--- config.mk ---
export PLATFORM = sky130hd
export DESIGN_NAME = irq_ctrl
export DESIGN_NICKNAME = d
export VERILOG_FILES = /design/src/rtl/irq_ctrl.sv
export SDC_FILE = /design/constraint.sdc
export NUM_CORES = 1
export LEC_CHECK = 0
export CAP_MARGIN = 20
export CORE_MARGIN = 1.5
export CORE_UTILIZATION = 46
export CTS_CLUSTER_SIZE = 40
export DETAILED_ROUTE_END_ITERATION = 7
export GPL_TIMING_DRIVEN = 0
export PLACE_DENSITY_LB_ADDON = 0.15
export SYNTH_ARGS = -nofsm -noshare
export SYNTH_HDL_FRONTEND = slang
export SYNTH_SLANG_ARGS = --single-unit
export TNS_END_PERCENT = 5
--- constraint.sdc ---
create_clock -name clock -period 1.78 [get_ports clock]
set_input_delay 0.356 -clock clock [delete_from_list [all_inputs] [get_ports clock]]
set_output_delay 0.356 -clock clock [all_outputs]
set_load 0.02 [all_outputs]
--- src/rtl/irq_ctrl.sv ---
`default_nettype none
//------------------------------------------------------------------------------
// irq_ctrl - NUM_IRQ-channel maskable interrupt controller (level/edge, polarity,
// W1C pending, priority vector). Macro IRQ_CTRL_IRQ_SYNC_EN adds an input synchronizer.
// Rev 1.0
//------------------------------------------------------------------------------
module irq_ctrl #(
   parameter int NUM_IRQ  = 8,
   parameter int WIDTHD   = 16,
   parameter int ADDRBITS = 3
) (
   input  logic                clock,
   input  logic                sreset,
   input  logic [ADDRBITS-1:0] address,
   input  logic [WIDTHD-1:0]   writedata,
   output logic [WIDTHD-1:0]   readdata,
   input  logic                read,
   input  logic                write,
   output logic                waitrequest,
   input  logic [NUM_IRQ-1:0]  irq_in,
   output logic                irq
);

   localparam int IDXW = (NUM_IRQ > 1) ? $clog2(NUM_IRQ) : 1;

   localparam logic [ADDRBITS-1:0] A_STATUS   = ADDRBITS'(0);
   localparam logic [ADDRBITS-1:0] A_PENDING  = ADDRBITS'(1);
   localparam logic [ADDRBITS-1:0] A_ENABLE   = ADDRBITS'(2);
   localparam logic [ADDRBITS-1:0] A_MODE     = ADDRBITS'(3);
   localparam logic [ADDRBITS-1:0] A_POLARITY = ADDRBITS'(4);
   localparam logic [ADDRBITS-1:0] A_VECTOR   = ADDRBITS'(5);

   typedef enum logic [0:0] {
      RD_IDLE = 1'b0,
      RD_DATA = 1'b1
   } rd_state_t;

   rd_state_t state_q, state_d;
   logic rd_capture;

   logic [NUM_IRQ-1:0] pending_q, pending_d;
   logic [NUM_IRQ-1:0] enable_q, enable_d;
   logic [NUM_IRQ-1:0] mode_q, mode_d;
   logic [NUM_IRQ-1:0] polarity_q, polarity_d;
   logic [NUM_IRQ-1:0] hist_q;
   logic [NUM_IRQ-1:0] src, act, w1c, status, wd;
   logic [WIDTHD-1:0]  readdata_q, rdata, vec;
   logic [IDXW-1:0]    idx;
   logic               irq_q;

   assign wd = writedata[NUM_IRQ-1:0];

   generate
      if (NUM_IRQ < WIDTHD) begin : g_unused_wd
         logic unused_wd;
         assign unused_wd = ^writedata[WIDTHD-1:NUM_IRQ];
      end
   endgenerate

`ifdef IRQ_CTRL_IRQ_SYNC_EN
   logic [NUM_IRQ-1:0] sync1_q, sync2_q;

   always_ff @(posedge clock or posedge sreset) begin
      if (sreset) begin
         sync1_q <= '0;
         sync2_q <= '0;
      end else begin
         sync1_q <= irq_in;
         sync2_q <= sync1_q;
      end
   end

   assign src = sync2_q;
`else
   assign src = irq_in;
`endif

   // A read+write collision is treated as a plain write: no stall, no capture.
   always_comb begin
      state_d     = state_q;
      waitrequest = 1'b0;
      rd_capture  = 1'b0;
      case (state_q)
         RD_IDLE: begin
            if (read && !write) begin
               waitrequest = ~sreset;
               rd_capture  = 1'b1;
               state_d     = RD_DATA;
            end
         end
         RD_DATA: state_d = RD_IDLE;
         default: state_d = RD_IDLE;
      endcase
   end

   always_comb begin
      act        = src ^ polarity_q;
      w1c        = (write && (address == A_PENDING)) ? wd : '0;
      // Edge channels: a fresh edge beats a same-cycle W1C; level channels follow act.
      pending_d  = (mode_q & ((act & ~hist_q) | (pending_q & ~w1c))) | (~mode_q & act);
      enable_d   = (write && (address == A_ENABLE))   ? wd : enable_q;
      mode_d     = (write && (address == A_MODE))     ? wd : mode_q;
      polarity_d = (write && (address == A_POLARITY)) ? wd : polarity_q;
   end

   assign status = pending_q & enable_q;

   always_comb begin
      idx   = '0;
      vec   = '0;
      rdata = '0;
      for (int i = NUM_IRQ - 1; i >= 0; i--) begin
         if (status[i]) idx = IDXW'(i);
      end
      if (|status) begin
         vec[WIDTHD-1]  = 1'b1;
         vec[IDXW-1:0]  = idx;
      end
      case (address)
         A_STATUS:   rdata[NUM_IRQ-1:0] = status;
         A_PENDING:  rdata[NUM_IRQ-1:0] = pending_q;
         A_ENABLE:   rdata[NUM_IRQ-1:0] = enable_q;
         A_MODE:     rdata[NUM_IRQ-1:0] = mode_q;
         A_POLARITY: rdata[NUM_IRQ-1:0] = polarity_q;
         A_VECTOR:   rdata              = vec;
         default:    rdata              = '0;
      endcase
   end

   always_ff @(posedge clock or posedge sreset) begin
      if (sreset) begin
         state_q <= RD_IDLE;
      end else begin
         state_q <= state_d;
      end
   end

   always_ff @(posedge clock or posedge sreset) begin
      if (sreset) begin
         pending_q  <= '0;
         enable_q   <= '0;
         mode_q     <= '0;
         polarity_q <= '0;
         hist_q     <= '0;
         readdata_q <= '0;
         irq_q      <= 1'b0;
      end else begin
         pending_q  <= pending_d;
         enable_q   <= enable_d;
         mode_q     <= mode_d;
         polarity_q <= polarity_d;
         hist_q     <= act;
         irq_q      <= |status;
         if (rd_capture) readdata_q <= rdata;
      end
   end

   assign readdata = readdata_q;
   assign irq      = irq_q;

endmodule
`default_nettype wire

==> reports/qor.yml, run 1 <==
grt_pass1_vias: 1657
ant_nets: 0
setup_violations: 0
drive_above_1_share: 0.194
period_share: 0.942
post-route-min-period_ns: 1.68
vdd_ir_drop_max_mv: 0.713
die_area_sq_um: 5520
num_vias: 1727
leakagePower_nw: 1.24
drt-initial-drc-count: 131
cp-start-kind: "input pin"
grt_pass1_wl_microns: 8170
worstPathArrival_ns: 1.32
final_cell_area_sq_um: 2900
htree_num_levels: 2
post_synth_instance_area_sq_um: 2340
cts_tree: "done"
area_growth_syn_to_layout_pct: 23.9
hold_violations: 0
hold_ws_ns: 0.422
overflow: 0
criticalPathCategory: "in2out"
stdcell_count: 319
r2r_cells: 6
cts_buffers: 5
grt_use_met2: 0.328
cts_hold_buf: 0
cp_max_fo: 8
syn_inst: 203
r2r-end: "readdata[2]"
grt_max_degree: 33
fin_setup_tns_ns: 0
placementRows: 25
power.density_nw_per_um2: 1110
wl_per_cell_microns: 15.6
synth_seq_cells: 51
rsz0062_at_grt: "false"
required_ns: 1.42
nNetsFinal: 282
fin_ws_ns: 0.103
grt_util_met1: 0.270
max_freq_mhz: 596
initial_core_util: 0.485
dpl-instance-area_sq_um: 2790
slew_viol_final: 0
endpoint_kind: "primary output"
cap_violations: 0
yosysUniqueCellTypes: 34
p_total_mw: 3.20
cts.sinks: 51
vias_per_cell: 5.41
num_antenna_cells: 0
antenna_found_initial: 0
dp_slack_ns: -0.574
ys_warn_count: 0
dr.pass1.iters: 4
clock_skew_ns: 0.00401
io_pins: 49
fp.dieH_microns: 74.3
syn_avg_cell_area_sq_um: 11.5
portBuffers: 33
worst_setup_hold_path_clk_slew_ns: 0.09
r2r_slack_ns: 0.41
clockRootBuffer: "clkbuf_8"
drc: 0
grt_busiest_layer: "met2"
core_sq_um: 4820
routed_wl_microns: 4960
run_status: "complete, no violations"
hpwlAfterDp_microns: 3490
die_w_microns: 74.3
grt.met3_usage: 0.0325
dp_cells: 310
r2r-start: "state_q"
grt_usage: 0.199
insertion_delay_ns: 0.29
clockBufferDepth: 2
yosysSeqAreaShare: 0.546
final_util: 0.601
place_congestion: 0.852
hp-class: "in2async"
==> logic make-up after synthesis <==
group           count (synthesis)  share of synthesized area
buf+inv                        17                     0.0455
xor+xnor                        8                     0.0300
compound gates                 44                      0.141
flops                          51                      0.546
other cells                     1                    0.00160
mux                            24                      0.116
simple gates                   58                      0.120
==> cell usage after synthesis <==
cell / count / area share
inv_2: 1 / 0.0016
nand2_1: 33 / 0.053
nand4_1: 1 / 0.0027
o21ai_0: 7 / 0.015
nor3b_4: 1 / 0.0080
o31ai_1: 1 / 0.0032
nor2_1: 15 / 0.024
nor4bb_1: 1 / 0.0043
a22oi_1: 5 / 0.016
a32oi_1: 2 / 0.0075
nand2_2: 1 / 0.0027
conb_1: 1 / 0.0016
and3b_1: 1 / 0.0037
o31a_1: 1 / 0.0037
o22ai_1: 7 / 0.019
inv_1: 2 / 0.0032
mux2_1: 5 / 0.024
a32o_1: 10 / 0.043
and4b_1: 1 / 0.0043
o211ai_1: 1 / 0.0032
buf_4: 10 / 0.032
buf_2: 4 / 0.0086
nand4b_2: 1 / 0.0064
a221o_1: 1 / 0.0043
and2_1: 2 / 0.0054
dfrtp_1: 51 / 0.55
a31oi_1: 5 / 0.013
a311oi_1: 1 / 0.0037
o221ai_1: 1 / 0.0037
a22o_1: 1 / 0.0037
and4bb_2: 1 / 0.0054
xor2_1: 8 / 0.030
a21oi_1: 1 / 0.0021
mux2_2: 19 / 0.092
==> final cells by class <==
type / instances / area (sq um)
clock buffers: 6 / 72.6
plain buffers: 14 / 95.1
inverters: 3 / 11.3
well taps: 67 / 83.8
fillers: 438 / 1920
flip-flops and latches: 51 / 1280
multi-input cells: 141 / 986
repair buffers: 35 / 358
clock inverters: 2 / 12.5
==> placed cells by master (no fill, tap or decap), types with 2 or more instances in the layout <==
master / instances
clkbuf_8: 5
a32oi_1: 2
a22oi_1: 5
a31oi_1: 5
a32o_1: 10
conb_1: 7
o22ai_1: 7
and2_1: 2
mux2_1: 5
inv_2: 2
nor2_1: 15
mux2_2: 19
buf_2: 4
o21ai_0: 7
clkdlybuf4s50_1: 31
buf_4: 11
xor2_1: 8
dfrtp_1: 51
nand2_1: 33
==> flip-flops by register name, summed over array words and instances (netlist names) <==
name        flops
enable_q        8
hist_q          8
irq             1
mode_q          8
pending_q       8
polarity_q      8
readdata        9
state_q         1
==> worst max-delay path by stage <==
stage | cells past startpoint | start | end
detailed placement | 5 | address[1] | polarity_q[4]
global route | 5 | write | waitrequest
global placement | 2 | sreset | mode_q[7]
CTS | 4 | address[1] | mode_q[5]
finish | 5 | write | waitrequest
floorplan | 1 | sreset | enable_q[0]
==> critical path: stages <==
cell and delay, ns:
dlygate4sd2_1 0.30, nor2_1 0.15, nand2_2 0.14, nor2_1 0.11, clkdlybuf4s15_2 0.26
==> power by group <==
| group | switching, mW | internal, mW |
|---|---|---|
| registers | 0.268 | 1.45 |
| clock network | 0.358 | 0.275 |
| logic | 0.385 | 0.463 |
==> what timing repair did <==
action                                 CTS  global route
resized for setup                        4             1
buffers inserted                         1             0
pin swaps                                1             0
setup endpoints to repair                9             8
endpoints found under the hold margin    0             0
==> routing by layer <==
metal	share of wire	vias up
li1	-	822
met1	0.48	850
met2	0.47	47
met3	0.043	8
met4	0.014	0
met5	0	-
(Power assumes the default switching activity.)
==> run 2, diff against run 1 <==
--- a/config.mk
+++ b/config.mk
@@ -8,6 +8,7 @@
 export CAP_MARGIN = 20
 export CORE_MARGIN = 1.5
 export CORE_UTILIZATION = 46
+export CTS_BUF_LIST = sky130_fd_sc_hd__clkbuf_4
 export CTS_CLUSTER_SIZE = 40
 export DETAILED_ROUTE_END_ITERATION = 7
 export GPL_TIMING_DRIVEN = 0
==> run 2 against run 1 <==
Net effect:
- final cell count grew 0.63%
- largest power group unchanged
- wire length grew 0.34%
- combinational power hardly changed
- critical path type is now reg2out
- utilization down 0.44 points
- register-to-register slack worse by 0.02 ns
- non-clock buffer count increased by 2
- highest routed layer unchanged
- clock skew rose by 0.0080 ns
- die area did not move
==> reports/qor.yml, run 2 (synthesis gave the netlist of run 1 again) <==
rsz0062_at_grt: "false"  # unchanged
criticalPathCategory: "reg2out"  # was in2out
drt-initial-drc-count: 101  # was 131
drc: 0  # unchanged
dp_cells: 310  # unchanged
vdd_ir_drop_max_mv: 0.643  # was 0.713 mV
ant_nets: 0  # unchanged
io_pins: 49  # unchanged
overflow: 0  # unchanged
cap_violations: 0  # unchanged
fp.dieH_microns: 74.3  # unchanged
die_w_microns: 74.3  # unchanged
max_freq_mhz: 588  # was 596 MHz
wl_met1_microns: 2360  # about the same
die_area_sq_um: 5520  # unchanged
cts_tree: "done"  # unchanged
drive_above_1_share: 0.205  # was 0.194
required_ns: 1.42  # about the same
cp_slowest_cell: "clkdlybuf4s50_1"  # was dlygate4sd2_1
initial_core_util: 0.485  # unchanged
setup_violations: 0  # unchanged
dr.pass1.iters: 4  # unchanged
top_layer: "met4"  # unchanged
grt_pass1_vias: 1638  # was 1657
met3_length_microns: 245  # was 215 microns
stdcell_count: 321  # was 319
r2r-start: "state_q"  # unchanged
leakagePower_nw: 1.24  # about the same
cts_hold_buf: 0  # unchanged
p_total_mw: 3.09  # was 3.20 mW
r2r_cells: 7  # was 6
post-route-min-period_ns: 1.70  # was 1.68 ns
wl_per_cell_microns: 15.5  # was 15.6 microns
cp_max_fo: 2  # was 8
htree_num_levels: 2  # unchanged
place_congestion: 0.852  # unchanged
power.density_nw_per_um2: 1070  # was 1110 nW/um^2
r2r-end: "readdata[2]"  # unchanged
num_antenna_cells: 0  # unchanged
clockRootBuffer: "clkbuf_4"  # was clkbuf_8
path_delay_family: "buffers and inverters"  # unchanged
endpoint_kind: "primary output"  # unchanged
clock_skew_ns: 0.0120  # was 0.00401 ns
cts_buffers: 5  # unchanged
portBuffers: 33  # unchanged
nNetsFinal: 284  # was 282
dr_wl_met2_microns: 2300  # was 2320 microns
area_growth_syn_to_layout_pct: 23.0  # was 23.9%
worstPathArrival_ns: 1.35  # was 1.32 ns
r2r_slack_ns: 0.39  # was 0.41 ns
cts.sinks: 51  # unchanged
layout_commonest_cell: "dfrtp_1"  # unchanged
num_vias: 1718  # was 1727
vias_per_cell: 5.35  # was 5.41
worst_setup_hold_path_clk_slew_ns: 0.14  # was 0.09 ns
largest_reg_flops: 9  # unchanged
insertion_delay_ns: 0.36  # was 0.29 ns
cp_num_buf_inv: 1  # was 2
routed_wl_microns: 4980  # was 4960 microns
core_sq_um: 4820  # unchanged
period_share: 0.956  # was 0.942
grt_usage: 0.197  # was 0.199
mostFrequentLayoutCells: "dfrtp_1 (51), nand2_1 (33), clkdlybuf4s50_1 (31)"  # unchanged
slew_viol_final: 0  # unchanged
run_status: "complete, no violations"  # unchanged
placementRows: 25  # unchanged
cp-start-kind: "flip-flop"  # was input pin
clockBufferDepth: 2  # unchanged
grt_pass1_wl_microns: 8120  # was 8170 microns
antenna_found_initial: 0  # unchanged
grt_max_degree: 33  # unchanged
max_stage_delay_ns: 0.61  # was 0.30 ns
hold_violations: 0  # unchanged
crit_path_cell_trace: "clkdlybuf4s50_1"  # was dlygate4sd2_1 -> nor2_1 -> nand2_2 -> nor2_1 -> clkdlybuf4s15_2
hp-class: "in2async"  # unchanged
hpwlAfterDp_microns: 3490  # unchanged
## run 2: layout make-up
| type | instances | area, sq um |
|---|---|---|
| inverters | 3 | 11.3 |
| multi-input cells | 141 | 977 |
| clock inverters | 2 | 12.5 |
| flip-flops and latches | 51 | 1280 |
| fillers | 439 | 1940 |
| well taps | 67 | 83.8 |
| plain buffers | 14 | 95.1 |
| clock buffers | 6 | 45.0 |
| repair buffers | 37 | 373 |
## run 2: worst max-delay path by stage
stage,cells past startpoint,from,endpoint
2_1_floorplan,1,sreset,enable_q[0]
3_3_place_gp,2,sreset,mode_q[7]
3_5_place_dp,5,address[1],polarity_q[4]
4_1_cts,4,state_q,waitrequest
5_1_grt,1,readdata[7],readdata[7]
6_report,1,readdata[7],readdata[7]
## run 2: timing repair
action | in CTS | in global routing
setup endpoints to repair | 9 | 1
gates resized for setup | 4 | 0
pin swaps | 1 | 1
buffers inserted | 1 | 2
## run 2: layer usage
layer  vias to the layer above  global-route usage
met5                         -                   0
li1                        826                   -
met4                         0              0.0646
met2                        52               0.319
met1                       833               0.273
met3                         7              0.0325
## run 2: metrics by stage
step / hold slack (ns) / util / area (sq um) / setup WS [ns] / setup TNS (ns)
2_1_floorplan: 0.458 / - / 2360 / 0.194 / 0
3_3_place_gp: 0.460 / 0.576 / 2770 / -0.813 / -51.73
3_5_place_dp: 0.464 / 0.580 / 2790 / -0.574 / -11.02
4_1_cts: 0.349 / 0.594 / 2860 / 0.0548 / 0
5_1_grt: 0.362 / 0.597 / 2870 / 0.0131 / 0
6_report: 0.347 / 0.597 / 2870 / 0.0781 / 0
## run 2: report_power, final
| group | internal (mW) | switching (mW) |
|---|---|---|
| sequential | 1.45 | 0.267 |
| clock | 0.169 | 0.354 |
| combinational | 0.465 | 0.383 |
| total | 2.09 | 1.00 |
